===== config.mk =====
export PLATFORM = sky130hd
export DESIGN_NAME = oam_dma_flat
export DESIGN_NICKNAME = d
export VERILOG_FILES = /design/src/rtl/oam_dma_if.sv /design/src/rtl/oam_dma.sv /design/src/flat_wrapper.sv
export SDC_FILE = /design/constraint.sdc
export NUM_CORES = 1
export LEC_CHECK = 0
export ABC_CLOCK_PERIOD_IN_PS = 3600
export CORE_AREA = 2 2 136 99
export CTS_CLUSTER_DIAMETER = 80
export DETAILED_ROUTE_END_ITERATION = 10
export DIE_AREA = 0 0 138 101
export SLEW_MARGIN = 10
export SYNTH_ARGS = -nofsm -noshare
export SYNTH_HDL_FRONTEND = slang
export SYNTH_SLANG_ARGS = --single-unit
export TNS_END_PERCENT = 100

===== constraint.sdc =====
create_clock -name clk -period 3.6 [get_ports clk]
set_input_delay 0.36 -clock clk [delete_from_list [all_inputs] [get_ports clk]]
set_output_delay 0.36 -clock clk [all_outputs]
set_load 0.02 [all_outputs]

===== src/rtl/oam_dma_if.sv =====
// Bus bundle for oam_dma: CPU register port, DMA fetch port, primary OAM
// write port and the busy/halt flag. The slave modport is the DMA engine side.
interface oam_dma_if;
  logic [15:0] inter_mem_addr;
  logic [7:0]  inter_mem_din;
  logic        inter_mem_we;
  logic        v_blank;
  logic [15:0] dma_addr;
  logic        dma_req;
  logic        dma_ack;
  logic [7:0]  dma_din;
  logic [7:0]  prim_oam_addr;
  logic [15:0] prim_oam_dout;
  logic        prim_oam_en;
  logic        prim_oam_we;
  logic        busy;

  modport master (
    output inter_mem_addr, inter_mem_din, inter_mem_we, v_blank, dma_ack, dma_din,
    input  dma_addr, dma_req, prim_oam_addr, prim_oam_dout, prim_oam_en, prim_oam_we, busy
  );

  modport slave (
    input  inter_mem_addr, inter_mem_din, inter_mem_we, v_blank, dma_ack, dma_din,
    output dma_addr, dma_req, prim_oam_addr, prim_oam_dout, prim_oam_en, prim_oam_we, busy
  );
endinterface


===== src/rtl/oam_dma.sv =====
// Sprite OAM loader: CPU byte-pair writes into primary OAM through a
// 4-register window, plus a page DMA that copies 2*OAM_WORDS bytes from CPU
// memory into OAM while halting the CPU via busy.
// Build option: define OAM_DMA_VBLANK_GATE_EN to hold a triggered DMA until
// v_blank is high; without it the DMA starts one cycle after the trigger.
module oam_dma #(
  parameter logic [15:0] BASE_ADDR = 16'h4040,
  parameter int unsigned OAM_WORDS = 192
) (
  input logic        clk,
  input logic        reset,
  oam_dma_if.slave   bus
);

  localparam logic [8:0] LAST_BYTE = 9'(2 * OAM_WORDS - 1);
  localparam logic [7:0] LAST_WORD = 8'(OAM_WORDS - 1);

  typedef enum logic [2:0] {
    IDLE,
    WAIT_VB,
    REQ,
    WAIT_ACK,
    COMMIT,
    DONE
  } state_t;

  state_t      state;
  logic [7:0]  ptr;
  logic        phase;
  logic [7:0]  low_byte;
  logic [7:0]  high_byte;
  logic [7:0]  page;
  logic [8:0]  byte_cnt;
  logic [15:0] dma_addr_q;
  logic        dma_req_q;
  logic        busy_q;
  logic [7:0]  oam_addr_q;
  logic [15:0] oam_dout_q;
  logic        oam_we_q;
  logic        reg_hit;

  // CPU register write decoded against the 4-byte window
  always_comb begin
    reg_hit = bus.inter_mem_we && (bus.inter_mem_addr[15:2] == BASE_ADDR[15:2]);
  end

`ifndef OAM_DMA_VBLANK_GATE_EN
  logic unused_vblank;
  assign unused_vblank = bus.v_blank;
`endif

  // Register interface, DMA sequencer and the single-cycle OAM write pulse
  always_ff @(posedge clk) begin
    if (reset) begin
      state      <= IDLE;
      ptr        <= '0;
      phase      <= 1'b0;
      low_byte   <= '0;
      high_byte  <= '0;
      page       <= '0;
      byte_cnt   <= '0;
      dma_addr_q <= '0;
      dma_req_q  <= 1'b0;
      busy_q     <= 1'b0;
      oam_addr_q <= '0;
      oam_dout_q <= '0;
      oam_we_q   <= 1'b0;
    end else begin
      oam_we_q <= 1'b0;
      case (state)
        // CPU registers are only live here, so busy implicitly blocks them
        IDLE: begin
          if (reg_hit) begin
            case (bus.inter_mem_addr[1:0])
              2'd0: begin
                ptr   <= bus.inter_mem_din;
                phase <= 1'b0;
              end
              2'd1: begin
                if (!phase) begin
                  low_byte <= bus.inter_mem_din;
                  phase    <= 1'b1;
                end else begin
                  if (32'(ptr) < OAM_WORDS) begin
                    oam_we_q   <= 1'b1;
                    oam_addr_q <= ptr;
                    oam_dout_q <= {bus.inter_mem_din, low_byte};
                  end
                  ptr   <= (ptr == LAST_WORD) ? '0 : ptr + 8'd1;
                  phase <= 1'b0;
                end
              end
              2'd2: begin
                page     <= bus.inter_mem_din;
                byte_cnt <= '0;
                busy_q   <= 1'b1;
                state    <= WAIT_VB;
              end
              default: ;
            endcase
          end
        end
        WAIT_VB: begin
`ifdef OAM_DMA_VBLANK_GATE_EN
          if (bus.v_blank) state <= REQ;
`else
          state <= REQ;
`endif
        end
        REQ: begin
          dma_req_q  <= 1'b1;
          dma_addr_q <= {page, 8'h00} + {7'b0, byte_cnt};
          state      <= WAIT_ACK;
        end
        WAIT_ACK: begin
          if (bus.dma_ack) begin
            dma_req_q <= 1'b0;
            if (!byte_cnt[0]) begin
              low_byte <= bus.dma_din;
              byte_cnt <= byte_cnt + 9'd1;
              state    <= REQ;
            end else begin
              high_byte <= bus.dma_din;
              state     <= COMMIT;
            end
          end
        end
        COMMIT: begin
          oam_we_q   <= 1'b1;
          oam_addr_q <= byte_cnt[8:1];
          oam_dout_q <= {high_byte, low_byte};
          byte_cnt   <= byte_cnt + 9'd1;
          state      <= (byte_cnt == LAST_BYTE) ? DONE : REQ;
        end
        DONE: begin
          busy_q <= 1'b0;
          ptr    <= '0;
          phase  <= 1'b0;
          state  <= IDLE;
        end
        default: state <= IDLE;
      endcase
    end
  end

  // Outputs are forced low combinationally during reset so an in-flight
  // write pulse or request cannot leak into the reset cycle itself
  assign bus.dma_addr      = reset ? '0 : dma_addr_q;
  assign bus.dma_req       = reset ? 1'b0 : dma_req_q;
  assign bus.busy          = reset ? 1'b0 : busy_q;
  assign bus.prim_oam_addr = reset ? '0 : oam_addr_q;
  assign bus.prim_oam_dout = reset ? '0 : oam_dout_q;
  assign bus.prim_oam_en   = reset ? 1'b0 : oam_we_q;
  assign bus.prim_oam_we   = reset ? 1'b0 : oam_we_q;

endmodule


===== src/flat_wrapper.sv =====
// flat-port wrapper written by rule: the top's interface ports become plain ports
module oam_dma_flat 
#(
  parameter logic [15:0] BASE_ADDR = 16'h4040,
  parameter int unsigned OAM_WORDS = 192
)
  (clk, reset, bus_inter_mem_addr, bus_inter_mem_din, bus_inter_mem_we, bus_v_blank, bus_dma_ack, bus_dma_din, bus_dma_addr, bus_dma_req, bus_prim_oam_addr, bus_prim_oam_dout, bus_prim_oam_en, bus_prim_oam_we, bus_busy);
  oam_dma_if bus_i ();
  input logic clk;
  input logic reset;
  input wire logic [$bits(bus_i.inter_mem_addr)-1:0] bus_inter_mem_addr;
  input wire logic [$bits(bus_i.inter_mem_din)-1:0] bus_inter_mem_din;
  input wire logic [$bits(bus_i.inter_mem_we)-1:0] bus_inter_mem_we;
  input wire logic [$bits(bus_i.v_blank)-1:0] bus_v_blank;
  input wire logic [$bits(bus_i.dma_ack)-1:0] bus_dma_ack;
  input wire logic [$bits(bus_i.dma_din)-1:0] bus_dma_din;
  output wire logic [$bits(bus_i.dma_addr)-1:0] bus_dma_addr;
  output wire logic [$bits(bus_i.dma_req)-1:0] bus_dma_req;
  output wire logic [$bits(bus_i.prim_oam_addr)-1:0] bus_prim_oam_addr;
  output wire logic [$bits(bus_i.prim_oam_dout)-1:0] bus_prim_oam_dout;
  output wire logic [$bits(bus_i.prim_oam_en)-1:0] bus_prim_oam_en;
  output wire logic [$bits(bus_i.prim_oam_we)-1:0] bus_prim_oam_we;
  output wire logic [$bits(bus_i.busy)-1:0] bus_busy;
  assign bus_i.inter_mem_addr = bus_inter_mem_addr;
  assign bus_i.inter_mem_din = bus_inter_mem_din;
  assign bus_i.inter_mem_we = bus_inter_mem_we;
  assign bus_i.v_blank = bus_v_blank;
  assign bus_i.dma_ack = bus_dma_ack;
  assign bus_i.dma_din = bus_dma_din;
  assign bus_dma_addr = bus_i.dma_addr;
  assign bus_dma_req = bus_i.dma_req;
  assign bus_prim_oam_addr = bus_i.prim_oam_addr;
  assign bus_prim_oam_dout = bus_i.prim_oam_dout;
  assign bus_prim_oam_en = bus_i.prim_oam_en;
  assign bus_prim_oam_we = bus_i.prim_oam_we;
  assign bus_busy = bus_i.busy;
  oam_dma #(.BASE_ADDR(BASE_ADDR), .OAM_WORDS(OAM_WORDS)) u_core (.clk(clk), .reset(reset), .bus(bus_i));
endmodule

* Word-level counts from Yosys, hierarchy flattened
Index checks and enable logic that the tools add are counted.
** Storage, ports and cells
- Word-level logic and storage cells :: 109
- Register bits after elaboration :: 88
- Output and inout bits :: 44
** Operators by class
- Reductions and logical operators :: 19
- Multiplexer cells :: 52
- $add $sub $neg :: 3
- Eq/ne operators :: 20
- Order comparisons :: 1
** Operator list (number)
- $mux 8 :: 13
- $mux 16 :: 6
- $pmux 8 s2 :: 4
- $mux 9 :: 4
- $pmux 16 s2 :: 1
- $pmux 9 s3 :: 1
- $add 16x9->16 :: 1
- $mux 3 :: 5
- $pmux 3 s5 :: 1
- $reduce_and 3->1 :: 5
- $eq 14x13->1 const B :: 1
- $mux 1 :: 12
- $ne 2x2->1 const B :: 5
- $pmux 1 s2 :: 5
- $reduce_and 5->1 :: 2
- $add 9x1->9 const B :: 1
- $eq 9x9->1 const B :: 1
- $add 8x1->8 const B :: 1
- $eq 8x8->1 const B :: 1
- $lt 8x8->1 const B :: 1
- $reduce_and 4->1 :: 2
- $reduce_bool 2->1 :: 4
- $eq 3x2->1 const B :: 2
- $eq 3x3->1 const B :: 2
- other kinds (12) :: 14

* Depth between registers and ports, before layout
- Depth in word-level cells :: 6
- Gate-level depth with buffers :: 8
- Gate-level depth less buffers :: 6

* Worst setup path after synthesis
Ideal clock, no wire load.
- Path kind :: reg-to-reg
- From :: register u_core.state[0]
- To :: register u_core.page[0]
- Buffers on the path :: 3
- Cell stages (with the launch flop) :: 9
- Period minus slack after synthesis :: 1.787 ns
- Required time :: 3.472 ns
- Data arrival time :: 1.660 ns
- Setup slack :: 1.813 ns
- Library setup time :: 0.128 ns
- Path through :: dfxtp_1 buf_6 or2_2 clkbuf_1 nor2_1 and3_1 buf_6 mux2i_1 nor2_1
** Between the ends
- Cells in the longest elaborated chain, start to end :: 2
** RTL lines
- from (decl) :: line oam_dma.sv:27 : state_t state;
- from (signal assigned) :: line oam_dma.sv:133 : state <= (byte_cnt == LAST_BYTE) ? DONE : REQ;
- $logic_not 3->1 :: line oam_dma.sv:70 : case (state)
- $reduce_and 3->1 (no line)
- to (signal assigned) :: line oam_dma.sv:94 : page <= bus.inter_mem_din;
- to (decl) :: line oam_dma.sv:32 : logic [7:0] page;
No other way between the ends.
A chain may end at the register's enable or synchronous reset.

* Worst setup path in the final report
- From :: input bus_inter_mem_addr[0]
- To :: register u_core.oam_dout_q[8]
** Between the ends
- Cells in the longest elaborated chain, start to end :: 3
** RTL lines
- from (decl) :: line flat_wrapper.sv:11 : input wire logic [$bits(bus_i.inter_mem_addr)-1:0] bus_inter_mem_addr;
- $eq 2x1->1 :: line oam_dma.sv:74 : case (bus.inter_mem_addr[1:0])
- $ne 2x2->1 (no line)
- $reduce_and 5->1 (no line)
- to (signal assigned) :: line oam_dma.sv:87 : oam_dout_q <= {bus.inter_mem_din, low_byte};
- to (signal assigned) :: line oam_dma.sv:131 : oam_dout_q <= {high_byte, low_byte};
- to (decl) :: line oam_dma.sv:38 : logic [15:0] oam_dout_q;
No other way between the ends.

==> results.md <==
Synth:
- Sorting the synthesized cells by area gives the leading types as dfxtp_1 40%, mux2i_1 9.4%, nor2b_1 6.6%.
- In this run, distinct cell masters in the synthesized netlist total 58.
- The average instance in the mapped netlist occupies 8.86 sq um.
- Counting flops and latches in the post-synthesis netlist gives 88.
- The post-synthesis cell count is 503.
- The cell type contributing the most total cell area after synthesis is dfxtp_1.
- Of the post-synthesis cell area, the dominant cell type holds 39.5%.
- The number of warnings issued by yosys is 0.
- The number of enable flip-flop cells after synthesis is 0.
- The top flip-flop cell by instance count after synthesis is dfxtp_1.
- The netlist area before placement is 4460 sq um.
- Of the synthesized area, sequential elements account for 39.5%.
- Of all flip-flops after synthesis, the portion carrying an async set or reset was 0%.
- The net count after synthesis is 545.

Routing:
- After detailed routing, the met3 layer carries 671 microns of wire.
- The highest layer used for signal routing is met4.
- Detailed routing placed a total of 5.00 mm of wire on met2.
- Dividing the detail-routed wire length by the instance count gives 16.2 microns.
- The remaining antenna violation count is 0.
- The number of violations reported at the end of detailed-routing iteration 0 is 258.
- The via count of the routed design is 3860.
- Dividing the detail-routed via count by the number of cells gives 5.25.
- For this run, design rule violations remaining after detail routing come to 0.
- After detailed routing, the total wire length is 11.9 mm.
- The first detailed-routing pass ran for 4 iterations.
- The detailed router put a total of 6.10 mm of wire on met1.

Finish:
- The area growth from synthesis to layout is 25.4%.
- The post-route netlist has 7.56% of its cells at a drive strength greater than 1.
- The number of antenna diodes in the final layout is 0.
- The net count of the finished layout is 606.
- Once layout is done, the placed cells without fillers occupy 5590 sq um.

STA:
- The peak clock frequency supported by timing is 397 MHz.
- The post-route minimum period is 2520 ps.
- The share of the clock period used by the worst path after layout is 70.0%.
- Setup repair after global routing left no endpoint under its margin.
- The measured slew at the worst slew-check pin is 1020 ps.
- The final hold violation count was 0.
- The setup TNS is 0 ps.
- The final max-slew violation count is 0.
- The relative slew slack is 31.7%.
- Setup violations remaining at the end of the flow were counted as 0.
- The clock skew after layout is 7.28 ps.

Global route:
- Global routing consumed, over all layers together, 17.2% of the routing resources.
- The pin count of the biggest net entering global routing is 48.
- The sum of overflow across all layers after global routing is 0.
- The first global-routing pass estimated 19.1 mm of wire.
- The number of antenna violations at the first check in global routing is 0.
- The via count of the first global-routing pass is 3654.

Clock network:
- The clock passes through at most 2 buffers.
- The level count of the clock H-tree is 3.
- The buffer cell driving the clock tree root is clkbuf_16.
- The number of sinks driven by the clock tree is 88.
- After clock tree synthesis, the clock-pin slew on the worst setup and hold paths is 70 ps.
- The clock insertion delay at the later pin of the skew report is 350 ps.
- TritonCTS built the clock tree.
- The number of buffers inserted during clock tree synthesis is 9.
- For this design, the CTS-stage hold fixing added 0 buffers.
- The post-CTS resize count is 0.
- The number of setup buffers added after CTS is 0.

Placed design:
- The HPWL after detailed placement is 8.58 mm.
- Once placement finished, the instance area stood at 5310 sq um.
- Routability-driven placement finished with a final weighted congestion of 0.866.
- Input and output buffers added on the ports amount to 79.

Power and ir drop:
- The part of the power in combinational logic is 5.2%.
- The clock group share of total power is 44.9%.
- The standby leakage power is 1.94 nW.
- The power per cell area is 349 nW/um^2.
- The net switching power figure is 0.457 mW.
- The worst supply voltage drop on vdd is 0.231 mV.
- Of the total power, the share spent switching nets is 23.4%.
- The internal portion of the total power is 1.49 mW.
- The portion of total power attributed to sequential cells is 49.9%.

Critical path:
- For the worst setup path, the data required time is 3790 ps.
- Among cell families on the critical path, the largest total delay comes from simple AND/OR/NAND/NOR gates.
- The category of the worst setup path capture point is a flip-flop.
- The maximum fanout along the worst path is 16.
- On the worst path, the slowest cell contributes a delay of 610 ps.
- The cell with the biggest individual delay on the critical path is nor2_4.
- Traced cell by cell, the critical path runs through clkdlybuf4s50_1, nor2b_1, nand4_1, nor2_4, mux2i_1, a211oi_1.
- For the worst setup path, the data arrival time is 2710 ps.
- The critical setup path kind is in2reg.
- Together, buffers and inverters on the worst path number 1.
- The critical path startpoint category is a primary input.

Floorplan:
- 81 I/O pins were placed.
- The die covers 13900 sq um.
- The effective utilization at floorplan is 35.1%.
- The core footprint is 12700 sq um.
- The die is 138 microns wide.
- The total number of placement rows is 35.
- The vertical extent of the die is 101 microns.

Flow run:
- Max-cap violations in this run came to 0.

Worst hold path:
- The tightest min-delay check is of the reg2reg type.

Status:
- The run finished with clean final reports.
## flip-flops by register name, summed over array words and instances, names as in the netlist
name               cells
u_core.ptr             8
u_core.low_byte        8
u_core.high_byte       8
u_core.page            8
u_core.oam_dout_q     16
u_core.busy_q          1
u_core.dma_addr_q     16
u_core.dma_req_q       1
u_core.state           3
u_core.phase           1
u_core.byte_cnt        9
u_core.oam_addr_q      8
u_core.oam_we_q        1
## cell families (layout without fill, tap and decap cells)
logic type / after synthesis / count (layout) / synth area share [%]
buffers and inverters: 39 / 105 / 4.63
adder cells (fa/ha/maj): 5 / 5 / 1.40
XOR/XNOR: 9 / 9 / 1.77
flip-flops: 88 / 88 / 39.5
AO/OA/AOI/OAI: 106 / 106 / 17.4
AND/OR/NAND/NOR: 214 / 214 / 25.8
multiplexers: 42 / 42 / 9.44
## per-stage QoR
stage                     utilization, %  std cells  power [mW]  setup WS (ps)  hold WS [ps]
after global placement              41.8        719        1.10            784           446
after detailed placement            41.8        719        1.10            743           446
after global routing                44.0        735        2.01            848           472
final                               44.0        735        1.95           1080           457
after floorplan                        -        503        1.04           1810           432
after CTS                           44.0        735        1.96           1090           458
## path summary, 6_finish.rpt
path	from	endpoint	slack, ps	cells after the start
worst min register to register	u_core.dma_req_q	u_core.dma_req_q	460	2
worst max-delay path	bus_inter_mem_addr[0]	u_core.oam_dout_q[8]	1080	6
worst min-delay path	u_core.dma_req_q	u_core.dma_req_q	460	2
worst max register to register	u_core.state[1]	u_core.byte_cnt[1]	1150	5
## worst register-to-register path, stage by stage (launching register included)
cell,delay (ps)
dfxtp_1,490
or3b_2,750
o21ai_0,380
a31oi_1,440
a211oi_1,100
a211oi_1,210
## power groups by stage
stage	Combinational, mW	Sequential, mW	Clock [mW]
after floorplan	0.0398	0.995	0
after global placement	0.101	0.995	0
after detailed placement	0.102	0.995	0
after CTS	0.102	0.973	0.888
after global routing	0.109	0.972	0.927
final	0.101	0.973	0.874
## Yosys cell counts, types with 6 or more instances
cell type / count
nand3b_1: 9
and3_1: 7
nand2_1: 27
a21oi_1: 17
a311oi_1: 8
nand3_1: 10
o31ai_1: 7
dfxtp_1: 88
nor2b_1: 47
nor2_1: 75
o22a_1: 8
clkbuf_1: 23
nor3_1: 6
mux2i_1: 42
a211oi_1: 24
o21ai_0: 16
## metal layers
metal  track usage, %  up-vias
met4             4.87        0
li1                 -     1914
met3             3.80       16
met1             25.3     1819
met2             25.2      111
met5                0        -
## area by class of cell
class / count / area, sq um
clock buffer: 10 / 229
clock inverter: 6 / 45.0
fill: 1266 / 7110
inverter: 2 / 7.51
multi-input combinational: 376 / 2490
sequential: 88 / 1760
tap: 166 / 208
timing repair buffer: 87 / 848
## cells in the final DEF (no fill, tap or decap), drive strengths merged, types with 2 or more instances in the layout
| cell type | n |
|---|---|
| clkbuf | 10 |
| o41ai | 3 |
| nor2 | 78 |
| or2 | 5 |
| nand3b | 9 |
| a311oi | 10 |
| and2 | 5 |
| o31a | 2 |
| nor4b | 2 |
| o22a | 8 |
| clkinv | 2 |
| a211oi | 24 |
| a31oi | 5 |
| clkinvlp | 3 |
| nor3 | 6 |
| nand4 | 4 |
| clkdlybuf4s50 | 78 |
| nand4b | 2 |
| xnor2 | 4 |
| nand2b | 4 |
| inv | 3 |
| o31ai | 7 |
| nor2b | 47 |
| o21ai | 18 |
| a21oi | 18 |
| nand3 | 10 |
| nor4 | 2 |
| ha | 5 |
| mux2i | 42 |
| dfxtp | 88 |
| and3 | 7 |
| o311ai | 2 |
| or3 | 4 |
| nand2 | 27 |
| buf | 9 |
| xor2 | 5 |
No activity file was read; power rests on OpenSTA's default activity.
